[config.mk]
export PLATFORM = sky130hd
export DESIGN_NAME = serial_adder
export DESIGN_NICKNAME = d
export VERILOG_FILES = /design/src/rtl/serial_adder.sv
export SDC_FILE = /design/constraint.sdc
export NUM_CORES = 1
export LEC_CHECK = 0
export BUFFER_PORTS_ARGS = -buffer_cell sky130_fd_sc_hd__buf_2
export CORE_MARGIN = 2
export CORE_UTILIZATION = 45
export DETAILED_ROUTE_END_ITERATION = 16
export PLACE_DENSITY = 0.73
export RECOVER_POWER = 50
export SYNTH_ARGS = -nofsm -noshare
export SYNTH_HDL_FRONTEND = slang
export SYNTH_SLANG_ARGS = --single-unit
[constraint.sdc]
create_clock -name clk -period 5.04 [get_ports clk]
set_input_delay 1.008 -clock clk [delete_from_list [all_inputs] [get_ports clk]]
set_output_delay 1.008 -clock clk [all_outputs]
set_load 0.02 [all_outputs]
[src/rtl/serial_adder.sv]
// rtl/serial_adder.sv - bit-serial LSB-first adder with WIDTH-bit word framing
module serial_adder #(
   parameter int WIDTH = 8
) (
   input  logic             clk,
   input  logic             reset,
   input  logic             a,
   input  logic             b,
   input  logic             in_valid,
   input  logic             first,
   output logic             sum,
   output logic             sum_valid,
   output logic [WIDTH-1:0] sum_word,
   output logic             carry_out,
   output logic             overflow,
   output logic             word_valid
);

   localparam int CW = (WIDTH > 1) ? $clog2(WIDTH) : 1;
   localparam logic [CW-1:0] LAST = CW'(WIDTH - 1);

   logic             carry_q;
   logic [CW-1:0]    bit_cnt;
   logic [WIDTH-1:0] shreg;

   logic [CW-1:0]    eff_cnt;
   logic             c_in;
   logic             s_bit;
   logic             c_gen;
   logic             last_bit;
   logic [WIDTH-1:0] s_msb;
   logic [WIDTH-1:0] shreg_nxt;

   // A word boundary (explicit first or counter wrap) forces carry-in to zero.
   always_comb begin
      eff_cnt   = first ? '0 : bit_cnt;
      c_in      = (eff_cnt == '0) ? 1'b0 : carry_q;
      s_bit     = a ^ b ^ c_in;
      c_gen     = (a & b) | (a & c_in) | (b & c_in);
      last_bit  = (eff_cnt == LAST);
      s_msb     = '0;
      s_msb[WIDTH-1] = s_bit;
      shreg_nxt = (shreg >> 1) | s_msb;
   end

   always_ff @(posedge clk or posedge reset) begin
      if (reset) begin
         carry_q    <= 1'b0;
         bit_cnt    <= '0;
         shreg      <= '0;
         sum        <= 1'b0;
         sum_valid  <= 1'b0;
         sum_word   <= '0;
         carry_out  <= 1'b0;
         overflow   <= 1'b0;
         word_valid <= 1'b0;
      end else begin
         sum_valid  <= in_valid;
         word_valid <= 1'b0;
         if (in_valid) begin
            sum     <= s_bit;
            carry_q <= c_gen;
            shreg   <= shreg_nxt;
            if (last_bit) begin
               bit_cnt    <= '0;
               word_valid <= 1'b1;
               sum_word   <= shreg_nxt;
               carry_out  <= c_gen;
               overflow   <= c_in ^ c_gen;
            end else begin
               bit_cnt <= eff_cnt + CW'(1);
            end
         end
      end
   end

endmodule

==> results.md, run 1 <==
- Status: finished clean
- Area delta synth->final: 12.7%
- Avg Cell Area, Syn: 13.3 sq um
- Postcts setup bufs: 0
- Arrival @ worst endpoint: 2.47 ns
- Mapped Area: about 1000 sq um
- Layout cells sized above 1: 37.6%
- Clk slew on worst S/H paths: 0.11 ns
- DR vias/cell: 5.03
- Critical path type: input port to flop
- Final HPWL DP: 1040 um
- Total die area: ~2600 sq um
- Hold WC Path Type: flop to flop
- Post-DRT Antenna Nets: 0
- CTS tree: done
- Routed WL per cell: 12.4 um
- # Max-Cap Violations: 0
- First-pass GRT wire length: 2810 um
- Cells after Synth: 74
- Clock share of power: 19.1%
- Seq pwr share: between 50% and 60%
- Least-Margin Pin Slew: 0.831 ns
- Leakage: 0.621 nW
- Worst slew margin: 44.5%
- Vias in the first global route: between 600 and 700
- Synthesis-stage register bit count: 23
- Final net count: 104
- Clock root buffer: clkbuf_4
- Gr ovfl total: 0
- Final setup TNS: 0 ns
- 1st-iter DRT viols: 3
- Pre-antenna DRT Iters: 4
- Core Box Area: just over 2000 sq um
- Reg-to-reg startpoint: bit_cnt[1]$_DFFE_PP0P_
- Final setup violation count: 0
- # resized after CTS: 0
- Initial antenna violation count: 0
- Port Buf Inserts: 18
- I/O pin total: 19
- Filler cells: 184
- Sequential area share after synthesis: 58.3%
- RSZ-0062 raised after global routing: false
- Synthesis Warnings: 0
- Worst IR drop on VDD: 0.000207 V
- Ranking of synthesized cells by area: dfrtp_1 58%, mux2_2 13%, mux2_4 6.1%, ha_1 3.8%, inv_1 2.7%
- Starting Density: 48.8%
- Setup crit end kind: flop
- Final Max Tran Viols: 0
- Sw frac: 30.2%
- Final hold vios: 0
- Power Density: 396 nW/um^2
- Period utilization: approximately 44%
- Crit path launch: first
- Area share of the leading cell type in the synthesized netlist: 58.3%
- F_max: between 400 and 500 MHz
- Vias: about 600
- Inserted Diodes: 0
- Final Skew: 0.00621 ns
- Number of clock sinks: 23
- Hold_ws: 0.487 ns
- Placement row count: 16
- Critical path peak fanout: 4
- Die Wd: 50.8 um
- Hold-fix buffers at CTS: 0
- Pin count of the biggest net entering global routing: 24
- Most common cell after layout, fill and taps aside: dfrtp_1
- Startpoint types: input port
- Gr usage total: 15.2%
- CTS Buffer Depth: 2
- Yosys top cell by area: dfrtp_1
- Synth cell types: 19
- Routed Wire Length: 1490 um
- Layout Cells excl Fill: 120
- TritonCTS Buffers: 3
- Logic gate share of total power: 23.8%
- Clk_lat worst skew: 0.31 ns
- Placed Cells: 116
- P_int: ~0.00031 W
- Final Wtd Congestion: 0.665
- Most frequent cells in the layout: 23 x dfrtp_1, 17 x buf_2, 10 x mux2_2, 7 x inv_1, 6 x nand2_1
- P_sw: 0.000133 W
- Die height: 50.8 um
- Hold path start: sum_word[7]$_DFFE_PP0P_
- Critical Path RT: 5.27 ns
- H-tree depth: 1
- Total power: 0.000441 W
- Drt drc: 0
- Fin crit period: 2.24 ns
- Post-synth net total: 84
## power by group through the flow
stage / Clock, W / Sequential, W / Combinational (W)
after floorplan: 0 / 0.000270 / 0.0000587
after detailed placement: 0 / 0.000255 / 0.000107
after global routing: 0.0000985 / 0.000256 / 0.000117
after global placement: 0 / 0.000253 / 0.000103
after CTS: 0.0000901 / 0.000252 / 0.000108
final: 0.0000841 / 0.000251 / 0.000105
## critical path: stages
cell      delay (ns)
buf_2           0.10
nand2b_1        0.15
ha_1            0.21
nand2_1         0.08
nand2_1         0.07
fa_1            0.42
or2_1           0.26
o211ai_1        0.16
## through the flow
stage                     cell area (sq um)  worst slack (ns)  utilization [%]
final                                  1110              2.80             55.0
after floorplan                         987              2.68                -
after global routing                   1110              2.72             55.0
after CTS                              1110              2.81             55.1
after detailed placement               1090              2.47             53.8
after global placement                 1090              2.54             53.8
## routing by layer
| metal | vias up | GRT usage, % | share of wire [%] |
|---|---|---|---|
| li1 | 284 | - | - |
| met1 | 296 | 18.5 | 44 |
| met2 | 19 | 24.1 | 48 |
| met3 | 4 | 5.56 | 5.7 |
| met4 | 0 | 6.76 | 1.8 |
| met5 | - | 0 | 0 |
## cells by family (layout without fill, tap and decap cells)
logic type	after synthesis	count (layout)	synth area share, %
AOI/OAI and AO/OA	6	6	3.68
muxes	16	16	19.6
buffers and inverters	10	29	5.07
and+or+nand+nor	15	15	7.48
DFF	23	23	58.3
adders and majority gates	4	4	5.83
## cells in the mapped netlist
master / n
dfrtp_1: 23
mux2_2: 11
inv_1: 7
nand2_1: 6
mux2_4: 4
nor2_1: 4
a21oi_1: 3
ha_1: 3
nand2b_1: 3
a211o_1: 1
buf_2: 1
buf_4: 1
buf_6: 1
fa_1: 1
mux2i_1: 1
nand2_4: 1
o211ai_1: 1
o21ai_0: 1
or2_1: 1
## final timing paths
kind	end	slack (ns)	cells past startpoint
hold / removal	sum_word[7]$_DFFE_PP0P_	0.49	2
setup reg to reg	overflow$_DFFE_PP0P_	3.32	7
setup / recovery	overflow$_DFFE_PP0P_	2.80	8
min in group asynchronous	bit_cnt[1]$_DFFE_PP0P_	0.83	2
max in group asynchronous	carry_out$_DFFE_PP0P_	3.69	2
hold reg to reg	sum_word[7]$_DFFE_PP0P_	0.49	2
## final cells by class
| type | count | area (sq um) | area share, % |
|---|---|---|---|
| Clock buffer | 4 | 26.3 | 2.36 |
| Inverter | 7 | 26.3 | 2.36 |
| Multi-Input combinational cell | 41 | 362 | 32.5 |
| Sequential cell | 23 | 576 | 51.7 |
| Tap cell | 27 | 33.8 | 3.04 |
| Timing Repair Buffer | 18 | 88.8 | 7.99 |
## state kept, by name, indices dropped and copies added (netlist names)
register,count
sum_valid,1
overflow,1
word_valid,1
sum_word,8
bit_cnt,3
shreg,6
carry_out,1
sum,1
carry_q,1
Power figures use the tool's default switching activity.
==> inputs of run 2 (changes only) <==
==> constraint.sdc (replaced) <==
create_clock -name clk -period 2.2 [get_ports clk]
set_input_delay 0.44 -clock clk [delete_from_list [all_inputs] [get_ports clk]]
set_output_delay 0.44 -clock clk [all_outputs]
set_load 0.02 [all_outputs]
==> results.md, run 2 (synthesis gave the netlist of run 1 again) <==
- Period utilization: between 70% and 80%
- Number of clock sinks: 23
- # Max-Cap Violations: 0
- Worst IR drop on VDD: 0.000525 V
- Layout Utilization: between 50% and 60%
- Final setup violation count: 0
- Pin count of the biggest net entering global routing: 24
- Final Max Tran Viols: 0
- Final hold vios: 0
- FF-to-FF setup slack: about 0.46 ns
- Final net count: 105
- Total die area: 2580 sq um
- Final setup TNS: 0 ns
- Area delta synth->final: 13.2%
- CTS Buffer Depth: 2
- Gr ovfl total: 0
- Largest regs: sum_word: 8 flops, shreg: 6 flops, bit_cnt: 3 flops
- CP Cell Sequence: nand2b_1, ha_1, nand2_1, nand2_1, fa_1, or2_1, o211ai_1
- Power Density: 900 nW/um^2
- Postcts setup bufs: 0
- Sw frac: between 30% and 40%
- I/O pin total: 19
- Seq pwr share: a little under three fifths
- Startpoint types: flop
- DR vias/cell: 4.68
- Routed WL per cell: about 12 um
- Vias: 566
- Layout cells sized above 1: 39.4%
- Logic gate share of total power: between 20% and 30%
- Critical Path RT: 2.44 ns
- WP depth: 7
- Slowest stage delay, CP: between 0.4 and 0.5 ns
- Max FFs per register: 8
- Clk_lat worst skew: 0.31 ns
- Status: finished clean
- Worst slew margin: 19.5%
- Buffer and inverter count on the worst path: 0
- Die height: between 50 and 60 um
- Clock root buffer: clkbuf_4
- Die Wd: 50.8 um
- Post-DRT Antenna Nets: 0
- Hold_ws: 0.491 ns
- H-tree depth: 1
- Initial antenna violation count: 0
- Core Box Area: between 2000 and 2500 sq um
- Top reg by flops: sum_word
- Placed standard-cell area: between 1000 and 1500 sq um
- Pre-antenna DRT Iters: 2
- CTS tree: done
- Placement row count: 16
- Arrival @ worst endpoint: 1.98 ns
- Largest delay contributor family on the critical path: adder cells
- Final Skew: ~0.0096 ns
- Vias in the first global route: approximately 580
- Least-Margin Pin Slew: 1.21 ns
- # resized after CTS: 0
- Routed Wire Length: between 1000 and 1500 um
- Reg-to-reg startpoint: bit_cnt[1]$_DFFE_PP0P_
- Most frequent CP cell: nand2_1
- Filler cells: 171
- 1st-iter DRT viols: 1
- Hold-fix buffers at CTS: 0
- Clk slew on worst S/H paths: 0.12 ns
- Hold WC Path Type: input port to async pin
- Fin crit period: 1.74 ns
- Worst Setup Slack post-DPL: 0.206 ns
- Critical path type: flop to flop
- TritonCTS Buffers: 3
- Starting Density: between 40% and 50%
- Setup crit end kind: flop
- F_max: 574 MHz
- Gr usage total: 14.2%
- Port Buf Inserts: 18
- P_int: approximately 0.0007 W
- Drt drc: 0
- Most common cell after layout, fill and taps aside: dfrtp_1
- Clock share of power: a little under a fifth
- Finished Cell Area: 1120 sq um
- First-pass GRT wire length: between 2000 and 3000 um
- Worst R2R End: overflow$_DFFE_PP0P_
- Reg2Reg Depth: 7
- Most frequent cells in the layout: 23 x dfrtp_1, 17 x buf_2, 11 x mux2_2, 7 x inv_1, 6 x nand2_1
- Final Wtd Congestion: 0.667
- Final worst slack: 0.457 ns
- Slowest CP cell: fa_1
- Critical path peak fanout: 4
- Leakage: 0.625 nW
- P_sw: 0.000302 W
- RSZ-0062 raised after global routing: false
- Inserted Diodes: 0
==> run 2: how the worst max path moves through the flow <==
stage | from | endpoint | slack [ns]
after floorplan | first | overflow$_DFFE_PP0P_ | 0.41
after global placement | first | overflow$_DFFE_PP0P_ | 0.27
after detailed placement | first | overflow$_DFFE_PP0P_ | 0.21
after CTS | bit_cnt[1]$_DFFE_PP0P_ | overflow$_DFFE_PP0P_ | 0.44
after global routing | bit_cnt[1]$_DFFE_PP0P_ | overflow$_DFFE_PP0P_ | 0.32
final | bit_cnt[1]$_DFFE_PP0P_ | overflow$_DFFE_PP0P_ | 0.46
==> run 2: area by class of cell <==
class / instances / area, sq um / share of cell area [%]
Timing Repair Buffer: 19 / 92.6 / 8.29
Clock buffer: 3 / 22.5 / 2.02
Sequential cell: 23 / 576 / 51.5
Tap cell: 27 / 33.8 / 3.02
Multi-Input combinational cell: 41 / 362 / 32.4
Inverter: 7 / 26.3 / 2.35
Clock inverter: 1 / 5.00 / 0.448
==> run 2: power by group through the flow <==
stage	Combinational, W	Sequential (W)	Clock (W)
2_1_floorplan	0.000134	0.000618	0
3_3_place_gp	0.000238	0.000580	0
3_5_place_dp	0.000248	0.000584	0
4_1_cts	0.000250	0.000575	0.000192
5_1_grt	0.000270	0.000591	0.000217
6_report	0.000244	0.000575	0.000187
==> run 2: through the flow <==
stage / instances / total power [W]
5_1_grt: 121 / 0.00108
6_report: 121 / 0.00101
4_1_cts: 121 / 0.00102
2_1_floorplan: 74 / 0.000753
3_3_place_gp: 117 / 0.000819
3_5_place_dp: 117 / 0.000832
==> run 2: worst reg2reg max path: cells and delay by family, from the launching register on <==
family | cells | cell delay [ns]
simple gates | 4 | 0.52
fa+ha+maj | 2 | 0.63
flops | 1 | 0.36
compound gates | 1 | 0.16
==> run 2: per-layer routing <==
| metal | wire (um) | up-vias | GRT usage, % |
|---|---|---|---|
| li1 | - | 281 | - |
| met1 | 702 | 267 | 19.1 |
| met2 | 687 | 16 | 22.6 |
| met3 | 80 | 2 | 3.22 |
| met4 | 8 | 0 | 5.41 |
| met5 | 0 | - | 0 |
==> inputs of run 3 (changes only) <==
--- a/config.mk
+++ b/config.mk
@@ -5,6 +5,7 @@
 export SDC_FILE = /design/constraint.sdc
 export NUM_CORES = 1
 export LEC_CHECK = 0
+export ABC_AREA = 1
 export BUFFER_PORTS_ARGS = -buffer_cell sky130_fd_sc_hd__buf_2
 export CORE_MARGIN = 2
 export CORE_UTILIZATION = 45
==> constraint.sdc (replaced) <==
create_clock -name clk -period 1.7 [get_ports clk]
set_input_delay 0.34 -clock clk [delete_from_list [all_inputs] [get_ports clk]]
set_output_delay 0.34 -clock clk [all_outputs]
set_load 0.02 [all_outputs]
==> results.md, run 3 <==
- Sequential area share after synthesis: 59.0%
- Max layer used: met4
- Period utilization: 93.9%
- Pin count of the biggest net entering global routing: 24
- Clk slew on worst S/H paths: roughly 0.12 ns
- Routed Wire Length: 1640 um
- Final Wtd Congestion: ~0.71
- I/O pin total: 19
- CTS Buffer Depth: 2
- Status: finished clean
- Cells after Synth: 99
- Clk_lat worst skew: slightly below 0.3 ns
- Total die area: 2560 sq um
- Core Box Area: 2000 sq um
- Post-synth net total: roughly 110
- Avg Cell Area, Syn: approximately 9.9 sq um
- Most frequent cell after synthesis: dfrtp_1
- Final HPWL DP: 1180 um
- FF-to-FF setup slack: 0.10 ns
- Fin crit period: between 1.5 and 2 ns
- Hold-fix buffers at CTS: 0
- Routed WL per cell: 10.8 um
- Initial antenna violation count: 0
- Power Density: 960 nW/um^2
- Final worst slack: 0.104 ns
- Synthesis Warnings: 0
- Mapped Area: ~1000 sq um
- Most frequent cells in the layout: 23 x dfrtp_1, 20 x nand2_1, 17 x buf_2, 15 x inv_1
- Ranking of synthesized cells by area: dfrtp_1 59%, nand2_1 8.5%, inv_1 6.5%, o21ai_2 6.3%, ha_1 3.8%
- 1st-iter DRT viols: 2
- Worst R2R End: sum$_DFFE_PP0P_
- TritonCTS Buffers: 3
- Least-Margin Pin Slew: 1.22 ns
- Yosys top cell by area: dfrtp_1
- FFs w/ async S/R, synth: 100%
- Top reg by flops: sum_word
- Pre-antenna DRT Iters: 4
- Critical path type: flop to flop
- Vias in the first global route: about 680
- CTS tree: done
- Final net count: 136
- Synth cell types: 15
- Metal-1 WL: 722 um
- Die height: approximately 50 um
- Worst Setup Slack post-DPL: -0.106 ns
- Port Buf Inserts: 18
- First-pass GRT wire length: 2840 um
- Number of clock sinks: 23
- Layout Utilization: between 50 and 60%
- Layout cells sized above 1: 35.2%
- Critical path peak fanout: 2
- Area share of the leading cell type in the synthesized netlist: 59.0%
- Gr usage total: approximately 15%
- Post-DRT Antenna Nets: 0
- Reg-to-reg startpoint: bit_cnt[1]$_DFFE_PP0P_
- Hold WC Path Type: input port to async pin
- Leakage: about 0.65 nW
- Critical Path RT: between 1.5 and 2 ns
- # Max-Cap Violations: 0
- H-tree depth: 1
- Die Wd: 50.6 um
- Max FFs per register: 8
- Drt drc: 0
- Starting Density: 48.8%
- Total power: 0.00113 W
- Clock root buffer: clkbuf_4
- Final Skew: 0.00228 ns
- Routed met2 length: 841 um
- Arrival @ worst endpoint: 1.79 ns
- Inserted Diodes: 0
- Final setup violation count: 0
- Largest regs: sum_word: 8 flops, shreg: 6 flops, bit_cnt: 3 flops
- Synthesis-stage register bit count: 23
- Synth cell count leaders: 23 x dfrtp_1, 22 x nand2_1, 17 x inv_1
- Worst IR drop on VDD: roughly 0.00055 V
- Vias: 708
- Area delta synth->final: 20.9%
- Final hold vios: 0
- Most common cell after layout, fill and taps aside: dfrtp_1
- F_max: between 600 and 700 MHz
- Reg2Reg Depth: 8
- Gr ovfl total: 0
- Post-synth top flop: dfrtp_1
- Final Max Tran Viols: 0
- Placement row count: 16
- Setup crit end kind: flop
- Worst slew margin: 18.4%
- Post-synth EDFFs: 0
- Met3 WL post-DR: between 60 and 70 um
- DR vias/cell: 4.66
- Startpoint types: flop
==> run 3: changes by cell type after synthesis, sizes merged <==
cell,delta
a211o,-1
nand3,+2
mux2i,-1
o211ai,-1
nor2,+5
inv,+10
mux2,-14
or2,-1
o21ai,+13
nand2b,-3
nand2,+16
==> run 3: stage by stage <==
stage	instances	setup TNS [ns]	instance area (sq um)	hold WS [ns]
2_1_floorplan	99	0	976	0.342
3_3_place_gp	146	-0.0551	1130	0.388
3_5_place_dp	146	-0.144	1130	0.394
4_1_cts	150	0	1160	0.0572
5_1_grt	152	-0.0413	1180	0.498
6_report	152	0	1180	0.412
==> run 3: how the worst max path moves through the flow <==
stage / startpoint / end / slack, ns / cells after the start
2_1_floorplan: bit_cnt[0]$_DFFE_PP0P_ / overflow$_DFFE_PP0P_ / 0.08 / 11
3_3_place_gp: first / overflow$_DFFE_PP0P_ / -0.06 / 11
3_5_place_dp: first / overflow$_DFFE_PP0P_ / -0.11 / 11
4_1_cts: bit_cnt[1]$_DFFE_PP0P_ / overflow$_DFFE_PP0P_ / 0.05 / 11
5_1_grt: bit_cnt[1]$_DFFE_PP0P_ / overflow$_DFFE_PP0P_ / -0.03 / 11
6_report: bit_cnt[1]$_DFFE_PP0P_ / sum$_DFFE_PP0P_ / 0.10 / 8
==> run 3: cell families (layout without fill, tap and decap cells) <==
| family | after synthesis | count (layout) | synth area share [%] |
|---|---|---|---|
| compound gates | 17 | 17 | 11.4 |
| fa+ha+maj | 4 | 4 | 5.90 |
| buf+inv | 20 | 46 | 8.72 |
| flops | 23 | 23 | 59.0 |
| mux | 1 | 1 | 1.15 |
| simple gates | 34 | 34 | 13.8 |
==> run 3: repair_timing <==
action / 4_1_cts / 5_1_grt
gates resized for setup: 1 / 7
endpoints found under the setup margin: 1 / 3
pin swaps: 0 / 4
setup buffers: 0 / 2
gates cloned: 0 / 0
==> run 3: area by class of cell <==
class,instances,area [sq um]
tap,27,33.8
clock buffer,4,26.3
timing repair buffer,25,150
multi-input combinational,56,330
sequential,23,576
fill,183,822
inverter,17,63.8
==> run 3: routing by layer <==
| metal | track usage [%] | vias to the layer above |
|---|---|---|
| met5 | 0 | - |
| met4 | 6.76 | 0 |
| met3 | 2.68 | 2 |
| met2 | 26.1 | 13 |
| met1 | 17.9 | 340 |
| li1 | - | 353 |
==> run 3: worst max-delay path: stages, from the launching register on <==
cell and delay, ns:
dfrtp_1 0.36, inv_2 0.04, nor2_2 0.11, inv_1 0.05, ha_2 0.18, nand2_2 0.07, nand2_2 0.07, fa_2 0.56
a21oi_1 0.07
==> run 3: where the power goes <==
part | leakage (nW) | switching (W) | total [W] | internal [W]
logic | 0.339 | 0.000148 | 0.000241 | 0.0000930
registers | 0.299 | 0.0000363 | 0.000650 | 0.000614
clock network | 0.0150 | 0.000150 | 0.000241 | 0.0000912
total | 0.652 | 0.000334 | 0.00113 | 0.000798
